--- src/rtl/debounce_pkg.sv ---
`default_nettype none
// ============================================================================
// Module      : debounce_pkg
// Description : Shared state encoding and width helper for the keypad row
//               debouncer bank.
// Revision    : 1.0 - initial release
// ============================================================================
package debounce_pkg;

    // Per-channel debounce state; two bits cover the four states exactly.
    typedef enum logic [1:0] {
        IDLE         = 2'd0,
        PRESS_WAIT   = 2'd1,
        HELD         = 2'd2,
        RELEASE_WAIT = 2'd3
    } dbnc_state_t;

    // Bits needed to hold values 0..n-1, never less than one bit.
    function automatic int width_of(input int n);
        return (n > 1) ? $clog2(n) : 1;
    endfunction

endpackage
`default_nettype wire

--- src/rtl/debounce_channel.sv ---
`default_nettype none
// ============================================================================
// Module      : debounce_channel
// Description : One debouncer lane: input synchronizer, polarity
//               normalisation, stability FSM and optional auto-repeat.
// Revision    : 1.0 - initial release
// ============================================================================
module debounce_channel
    import debounce_pkg::*;
#(
    parameter int STABLE_CYCLES = 60,
    parameter int SYNC_STAGES   = 2,
    parameter bit ACTIVE_LOW    = 1'b0,
    parameter int REPEAT_CYCLES = 0
) (
    input  logic clk,
    input  logic rst,
    input  logic i_raw,
    output logic o_level,
    output logic o_press,
    output logic o_release
);

    localparam int CW = width_of(STABLE_CYCLES);
    localparam int RW = width_of(REPEAT_CYCLES);
    localparam logic [CW-1:0] c_CNT_MAX  = CW'(STABLE_CYCLES - 1);
    localparam logic [RW-1:0] c_RCNT_MAX = RW'((REPEAT_CYCLES > 0) ? REPEAT_CYCLES - 1 : 0);
    localparam bit            c_REPEAT_EN = (REPEAT_CYCLES > 0);

    logic [SYNC_STAGES-1:0] r_sync;
    logic                   w_sample;
    dbnc_state_t            r_state;
    dbnc_state_t            w_state_nxt;
    logic [CW-1:0]          r_cnt;
    logic [CW-1:0]          w_cnt_nxt;
    logic [RW-1:0]          r_rcnt;
    logic [RW-1:0]          w_rcnt_nxt;
    logic                   r_level;
    logic                   w_level_nxt;
    logic                   r_press;
    logic                   w_press_nxt;
    logic                   r_release;
    logic                   w_release_nxt;

    // Synchronizer chain; reset loads the inactive raw level so no false press follows reset.
    always_ff @(posedge clk or posedge rst) begin
        if (rst) begin
            r_sync <= {SYNC_STAGES{ACTIVE_LOW}};
        end else begin
            r_sync <= {r_sync[SYNC_STAGES-2:0], i_raw};
        end
    end

    // 1 = asserted regardless of pin polarity.
    assign w_sample = r_sync[SYNC_STAGES-1] ^ ACTIVE_LOW;

    // State and counter registers.
    always_ff @(posedge clk or posedge rst) begin
        if (rst) begin
            r_state <= IDLE;
            r_cnt   <= '0;
            r_rcnt  <= '0;
        end else begin
            r_state <= w_state_nxt;
            r_cnt   <= w_cnt_nxt;
            r_rcnt  <= w_rcnt_nxt;
        end
    end

    // Next-state, stability counting, repeat timing and pulse decisions.
    always_comb begin
        w_state_nxt   = r_state;
        w_cnt_nxt     = r_cnt;
        w_rcnt_nxt    = r_rcnt;
        w_press_nxt   = 1'b0;
        w_release_nxt = 1'b0;
        case (r_state)
            IDLE: begin
                // The sample that leaves IDLE counts as the first stable one.
                if (w_sample) begin
                    w_state_nxt = PRESS_WAIT;
                    w_cnt_nxt   = CW'(1);
                end
            end
            PRESS_WAIT: begin
                if (!w_sample) begin
                    w_state_nxt = IDLE;
                    w_cnt_nxt   = '0;
                end else if (r_cnt == c_CNT_MAX) begin
                    w_state_nxt = HELD;
                    w_cnt_nxt   = '0;
                    w_rcnt_nxt  = '0;
                    w_press_nxt = 1'b1;
                end else begin
                    w_cnt_nxt = r_cnt + CW'(1);
                end
            end
            HELD: begin
                if (!w_sample) begin
                    w_state_nxt = RELEASE_WAIT;
                    w_cnt_nxt   = CW'(1);
                end else if (c_REPEAT_EN) begin
                    if (r_rcnt == c_RCNT_MAX) begin
                        w_press_nxt = 1'b1;
                        w_rcnt_nxt  = '0;
                    end else begin
                        w_rcnt_nxt = r_rcnt + RW'(1);
                    end
                end
            end
            RELEASE_WAIT: begin
                // rcnt is left untouched here so a glitch resumes the repeat phase.
                if (w_sample) begin
                    w_state_nxt = HELD;
                    w_cnt_nxt   = '0;
                end else if (r_cnt == c_CNT_MAX) begin
                    w_state_nxt   = IDLE;
                    w_cnt_nxt     = '0;
                    w_rcnt_nxt    = '0;
                    w_release_nxt = 1'b1;
                end else begin
                    w_cnt_nxt = r_cnt + CW'(1);
                end
            end
            default: begin
                w_state_nxt = IDLE;
                w_cnt_nxt   = '0;
                w_rcnt_nxt  = '0;
            end
        endcase
        w_level_nxt = (w_state_nxt == HELD) || (w_state_nxt == RELEASE_WAIT);
    end

    // Registered outputs so pulses line up with the first cycle of the new level.
    always_ff @(posedge clk or posedge rst) begin
        if (rst) begin
            r_level   <= 1'b0;
            r_press   <= 1'b0;
            r_release <= 1'b0;
        end else begin
            r_level   <= w_level_nxt;
            r_press   <= w_press_nxt;
            r_release <= w_release_nxt;
        end
    end

    assign o_level   = r_level;
    assign o_press   = r_press;
    assign o_release = r_release;

endmodule
`default_nettype wire

--- src/rtl/debounce_bank.sv ---
`default_nettype none
// ============================================================================
// Module      : debounce_bank
// Description : Bank of independent debounce channels for keypad rows, with
//               an any-held flag and lowest-index priority encoder.
// Revision    : 1.0 - initial release
// ============================================================================
module debounce_bank
    import debounce_pkg::*;
#(
    parameter  int CHANNELS      = 4,
    parameter  int STABLE_CYCLES = 60,
    parameter  int SYNC_STAGES   = 2,
    parameter  bit ACTIVE_LOW    = 1'b0,
    parameter  int REPEAT_CYCLES = 0,
    localparam int IDX_W         = width_of(CHANNELS)
) (
    input  logic                clk,
    input  logic                rst,
    input  logic [CHANNELS-1:0] raw_in,
    output logic [CHANNELS-1:0] level_out,
    output logic [CHANNELS-1:0] press_pulse,
    output logic [CHANNELS-1:0] release_pulse,
    output logic                any_held,
    output logic [IDX_W-1:0]    first_idx
);

    logic [IDX_W-1:0] w_first_idx;

    for (genvar g = 0; g < CHANNELS; g++) begin : g_ch
        debounce_channel #(
            .STABLE_CYCLES (STABLE_CYCLES),
            .SYNC_STAGES   (SYNC_STAGES),
            .ACTIVE_LOW    (ACTIVE_LOW),
            .REPEAT_CYCLES (REPEAT_CYCLES)
        ) u_chan (
            .clk       (clk),
            .rst       (rst),
            .i_raw     (raw_in[g]),
            .o_level   (level_out[g]),
            .o_press   (press_pulse[g]),
            .o_release (release_pulse[g])
        );
    end

    // Lowest held index wins; scanning downward lets the lowest hit overwrite the rest.
    always_comb begin
        w_first_idx = '0;
        for (int i = CHANNELS - 1; i >= 0; i--) begin
            if (level_out[i]) begin
                w_first_idx = IDX_W'(i);
            end
        end
    end

    assign first_idx = w_first_idx;
    assign any_held  = |level_out;

endmodule
`default_nettype wire

--- config.mk ---
export PLATFORM = sky130hd
export DESIGN_NAME = debounce_bank
export DESIGN_NICKNAME = d
export VERILOG_FILES = /design/src/rtl/debounce_pkg.sv /design/src/rtl/debounce_channel.sv /design/src/rtl/debounce_bank.sv
export SDC_FILE = /design/constraint.sdc
export NUM_CORES = 1
export LEC_CHECK = 0
export ABC_AREA = 0
export ABC_CLOCK_PERIOD_IN_PS = 2200
export BUFFER_PORTS_ARGS = -buffer_cell sky130_fd_sc_hd__buf_2
export CELL_PAD_IN_SITES_DETAIL_PLACEMENT = 1
export CELL_PAD_IN_SITES_GLOBAL_PLACEMENT = 1
export CORE_MARGIN = 2
export CORE_UTILIZATION = 47
export DETAILED_ROUTE_END_ITERATION = 8
export GPL_TIMING_DRIVEN = 0
export PLACE_DENSITY_LB_ADDON = 0.1
export SYNTH_ARGS = -nofsm -noshare
export SYNTH_HDL_FRONTEND = slang
export SYNTH_SLANG_ARGS = --single-unit
--- constraint.sdc ---
create_clock -name clk -period 2.2 [get_ports clk]
set_input_delay 0.22 -clock clk [delete_from_list [all_inputs] [get_ports clk]]
set_output_delay 0.22 -clock clk [all_outputs]
set_load 0.02 [all_outputs]
## Word level (Yosys, flattened, before mapping)

Cells that the tools add are included.
W data, S select, Z words.

| operators by class | value |
|---|---|
| $add $sub $neg | 4 |
| multipliers | 0 |
| div/mod/pow operators | 0 |
| magnitude comparators | 0 |
| eq/ne operators | 32 |
| shift-type cells | 0 |
| mux-type cells | 76 |
| bitwise logic cells | 0 |
| reduce and logical (&&, ||, !) cells | 13 |

Operators by type and width:

| cell | count |
|---|---|
| $mux W6 | 20 |
| $pmux W6 S4 | 4 |
| $mux W2 | 28 |
| $eq A2 B2 Y1 const B | 16 |
| $pmux W2 S4 | 4 |
| $add A6 B1 Y6 const B | 4 |
| $eq A6 B6 Y1 const B | 4 |
| $mux W1 | 20 |
| $eq A2 B1 Y1 const B | 4 |
| $logic_not A2 Y1 | 4 |
| $ne A2 B1 Y1 const B | 4 |
| $ne A2 B2 Y1 const B | 4 |
| $reduce_and A2 Y1 | 4 |
| $logic_or A1 B1 Y1 | 4 |
| $reduce_or A4 Y1 | 1 |

| word-level totals | value |
|---|---|
| register bits after elaboration | 52 |
| latch bits | 0 |
| RAM bits | 0 |
| memory bits (read-only) | 0 |
| input port bits | 6 |
| output and inout port bits | 15 |
| word-level logic and storage cells | 149 |
| memories | 0 |

## Longest topological paths before layout

| depth | value |
|---|---|
| word-level depth | 6 |
| gate-level depth with buffers | 5 |
| gate-level depth less buffers | 5 |

## Hierarchy

From an unflattened synthesis, not the netlist that was laid out.

| unflattened totals | value |
|---|---|
| cell total of the unflattened synthesis | 186 |
| area total of the unflattened synthesis | 2187.1 um^2 |

By module, submodules not included:

| module | times used | cells each | area an instance (um^2) | sequential area each (um^2) |
|---|---|---|---|---|
| debounce_channel at g_ch[1].u_chan ... | 2 | 44 | 525.5 | 300.3 |
| debounce_channel at g_ch[3].u_chan | 1 | 48 | 575.6 | 325.3 |
| debounce_channel at g_ch[0].u_chan | 1 | 43 | 525.5 | 300.3 |
| debounce_bank | 1 | 7 | 35.0 | 0.0 |

## Least setup slack after synthesis

No wires, ideal clock.

| path | value |
|---|---|
| path type | reg2reg |
| start | register g_ch[2].u_chan.r_cnt[0] |
| end | register g_ch[2].u_chan.r_level |
| library setup time | 128 ps |
| arrival | 1409 ps |
| data required time | 2072 ps |
| slack | 663 ps |
| stages on the path, launching flop included | 6 |
| path buffers | 0 |
| clock period less this slack | 1537 ps |
| path through | dfrtp_1 > ha_1 > nor2b_2 > and4_1 > nand2_1 > mux2_1 |

| between the ends | value |
|---|---|
| cells in the longest elaborated chain, start to end | 6 |
| elaborated cells on any way between the ends | 9 |
| those cells by class | eq/ne: 3; mux: 5; reduce/logical: 1 |

RTL lines:

| item | RTL line | source |
|---|---|---|
| from (decl) | debounce_channel.sv:34 | `logic [CW-1:0] r_cnt;` |
| from (signal assigned) | debounce_channel.sv:65 | `r_cnt <= w_cnt_nxt;` |
| $eq A6 B6 Y1 * | debounce_channel.sv:89, debounce_channel.sv:116 |  |
| $mux W2, on equally long branches | debounce_channel.sv:116, debounce_channel.sv:89 |  |
| $mux W2, on equally long branches | debounce_channel.sv:113, debounce_channel.sv:86 |  |
| $pmux W2 S4 * | debounce_channel.sv:77 | `case (r_state)` |
| $eq A2 B2 Y1 | debounce_channel.sv:131 | `w_level_nxt = (w_state_nxt == HELD) \|\| (w_state_nxt == RELEASE_WAIT);` |
| $logic_or A1 B1 Y1 * | debounce_channel.sv:131 |  |
| via g_ch[2].u_chan.w_level_nxt | debounce_channel.sv:39 | `logic w_level_nxt;` |
| to (signal assigned) | debounce_channel.sv:141 | `r_level <= w_level_nxt;` |
| to (decl) | debounce_channel.sv:38 | `logic r_level;` |

The timed path passes the listed nets; every way through them passes the cells marked *.
A chain may end at the register's enable or synchronous reset.

## Worst setup path in the final report

Same ends and word-level chain as after synthesis.

==> flow_summary_export.csv <==
group,metric,value,unit
sta,fmax,592,MHz
sta,slew_viol_final,0,
drt,num_vias,1687,
pwr,power.density,646,nW/um^2
logic_synthesis,synth_top_area_share,0.527,
logic_synthesis,synth_seq_cells,52,
logic_synthesis,synthCells,222,
floorplan,core_area,5070,sq um
cts,clock_sinks,52,
sta,rsz0062_at_grt,"no",
floorplan,fp-row-count,26,
sta,setup_viol,0,
pwr,p_leak,1.32,nW
place,placedCellCount,313,
place,place_ws,0.527,ns
finish,n_antenna_cell,0,
drt,antenna_left,0,
finish,multi_input_area,1050,sq um
place,hpwl,3170,microns
sta,fin_ws,0.511,ns
logic_synthesis,synth_top_cell_by_area,"dfrtp_1",
cts,h-tree-depth,2,
logic_synthesis,synth_nets,232,
drt,drt_pass1_iterations,4,
floorplan,initial_core_util,0.487,
floorplan,ios,21,
logic_synthesis,synth.cell_area,2470,sq um
cts,cts-root-buf,"clkbuf_8",
global_route,gr-total-overflow,0,
global_route,grt_pass1_wl,8120,microns
cts,clk_latency,0.30,ns
sta,finClkSkew,0.0109,ns
floorplan,die_h,76.5,microns
floorplan,die_x,76.5,microns
finish,layout.cells.non_filler,322,
worst_setup_path,startpoint,"g_ch[2].u_chan.r_cnt[0]$_DFFE_PP0P_",
global_route,antenna_found_initial,0,
worst_setup_path,critPathMaxFanout,4,
place,place_congestion,0.743,
worst_setup_path,worstPathArrival,1.87,ns
logic_synthesis,yosysSeqAreaShare,0.527,
sta,fin_setup_tns,0,ns
worst_setup_path,worstReg2RegEnd,"g_ch[2].u_chan.o_level$_DFF_PP0_",
worst_setup_path,path_class,"reg -> reg",
sta,tightestPinTransition,0.535,ns
cts,clock_path_buffers,2,
cts,ctsResizeCount,0,
sta,period_share,0.768,
worst_setup_path,cp.required,2.38,ns
floorplan,die_area,5850,sq um
drt,drc_errors,0,
sta,period_minus_slack,1.69,ns
run_status,status,"complete, no violations",
finish,drive_above_1_share,0.210,
global_route,grtUsageTotal,0.171,
run,drv_cap,0,
drt,drt-total-wl,4620,microns
logic_synthesis,synth-warning-count,0,
worst_setup_path,r2r_start,"g_ch[2].u_chan.r_cnt[0]$_DFFE_PP0P_",
worst_setup_path,crit_end,"g_ch[2].u_chan.o_level$_DFF_PP0_",
global_route,grt_max_degree,37,
logic_synthesis,synth_area_leaders,"dfrtp_1 53%, nand3b_1 3.9%, buf_4 3.6%, mux2_1 3.6%, xor2_1 3.5%",
worst_setup_path,cp-start-kind,"flip-flop",
worst_setup_path,ff2ff_path_depth,5,
logic_synthesis,avgSynthCellArea,11.1,sq um
cts,clk_pin_slew_worst_paths,0.09,ns
drt,drt_iter0_drc,46,
cts,hold_buffers,1,
finish,syn_to_final_growth,13.3,%
drt,viasPerCell,5.24,
cts,cts_setup_buffers,0,
drt,wire_per_inst,14.3,microns
cts,cts_buffers,5,
hold_path,hold_path_class,"in -> reg",
logic_synthesis,ys_types,42,
cts,cts_tree,"done",
place,portBuffers,20,
finish,seq_area,1300,sq um
sta,whs,0.0225,ns
pwr,design_power_total,1.81,mW
global_route,grt_pass1_vias,1749,
sta,maxSlewHeadroom,0.641,
finish,fill_cells,576,
pwr,ir_worst_vdd,0.000441,V
finish,final_nets,261,
worst_setup_path,reg2reg_setup_slack,0.51,ns
sta,hold_viol_final,0,
worst_setup_path,end_kind,"flip-flop",
routing by layer:
metal / GRT usage / vias to the layer above / wire length (microns)
li1: - / 829 / -
met1: 0.220 / 833 / 2170
met2: 0.294 / 20 / 2280
met3: 0.0391 / 5 / 124
met4: 0.0382 / 0 / 40
met5: 0 / - / 0
Yosys cell counts (all sizes together):
cell	n
and3b	1
o21a	2
inv	4
or3b	1
xnor2	5
a21bo	1
nand2	16
nor2b	6
nand3b	13
o21ai	9
a21oi	7
o21bai	1
ha	4
nand3	10
o22ai	1
xor2	11
clkbuf	3
o211ai	1
and3	4
nor4b	1
nor3	1
mux2i	1
mux2	9
a22o	1
o31ai	8
and4	2
buf	13
nand4b	1
nand2b	2
nor3b	10
a22oi	1
nor2	12
a31oi	4
nand4	3
a211oi	1
dfrtp	52
metrics by stage:
step | area [sq um] | util
2_1_floorplan | 2470 | -
3_3_place_gp | 2660 | 0.524
3_5_place_dp | 2680 | 0.528
4_1_cts | 2800 | 0.552
5_1_grt | 2800 | 0.552
6_report | 2800 | 0.552
power by group:
group	switching [mW]	internal (mW)	leakage (nW)	total, mW
logic	0.0764	0.0580	0.579	0.134
registers	0.0368	0.989	0.685	1.03
clock network	0.311	0.337	0.0541	0.648
cell usage in the layout, fill, tap and decap left out, types with 4 or more instances in the layout:
cell and instances:
dfrtp_1 52, buf_2 21, nand2_1 16, nand3b_1 13
buf_4 12, xor2_1 10, nor2_1 10, nand3_1 10
nor3b_1 10, o21ai_1 9, o31ai_1 8, mux2_1 8
a21oi_1 7, clkbuf_8 5, and3_1 4, a31oi_1 4
nor2b_1 4, ha_1 4
worst min path at each step:
stage | start | endpoint | slack [ns] | cells past startpoint
after floorplan | raw_in[0] | g_ch[0].u_chan.r_sync[0]$_DFF_PP0_ | 0.25 | 0
after global placement | raw_in[3] | g_ch[3].u_chan.r_sync[0]$_DFF_PP0_ | 0.33 | 1
after detailed placement | rst | g_ch[2].u_chan.o_level$_DFF_PP0_ | 0.23 | 2
after CTS | raw_in[2] | g_ch[2].u_chan.r_sync[0]$_DFF_PP0_ | 0.007 | 1
after global routing | raw_in[2] | g_ch[2].u_chan.r_sync[0]$_DFF_PP0_ | 0.002 | 1
final | raw_in[2] | g_ch[2].u_chan.r_sync[0]$_DFF_PP0_ | 0.02 | 1
critical path: stages, from the launching register on:
cell and delay, ns:
dfrtp_1 0.43, ha_1 0.24, nor2b_2 0.17, and4_1 0.23
nand2_1 0.15, mux2_1 0.34
layout make-up:
cell class | count | share of cell area
Buffer | 16 | 0.0380
Clock buffer | 5 | 0.0246
Clock inverter | 3 | 0.0152
Inverter | 4 | 0.00536
Multi-Input combinational cell | 150 | 0.374
Sequential cell | 52 | 0.465
Tap cell | 70 | 0.0313
Timing Repair Buffer | 22 | 0.0465
registers in the layout (all words and copies together) (netlist names):
name,count
g_ch.u_chan.r_cnt,24
g_ch.u_chan.r_state,8
g_ch.u_chan.r_sync,8
g_ch.u_chan.o_level,4
g_ch.u_chan.o_press,4
g_ch.u_chan.o_release,4
logic make-up (layout without fill, tap and decap cells):
| family | Yosys count | count (layout) | share of synthesized area |
|---|---|---|---|
| mux | 10 | 10 | 0.0451 |
| fa+ha+maj | 4 | 4 | 0.0203 |
| simple gates | 83 | 83 | 0.198 |
| buf+inv | 20 | 50 | 0.0491 |
| xor+xnor | 16 | 16 | 0.0658 |
| flops | 52 | 52 | 0.527 |
| compound gates | 37 | 37 | 0.0952 |
(Power assumes the default switching activity.)
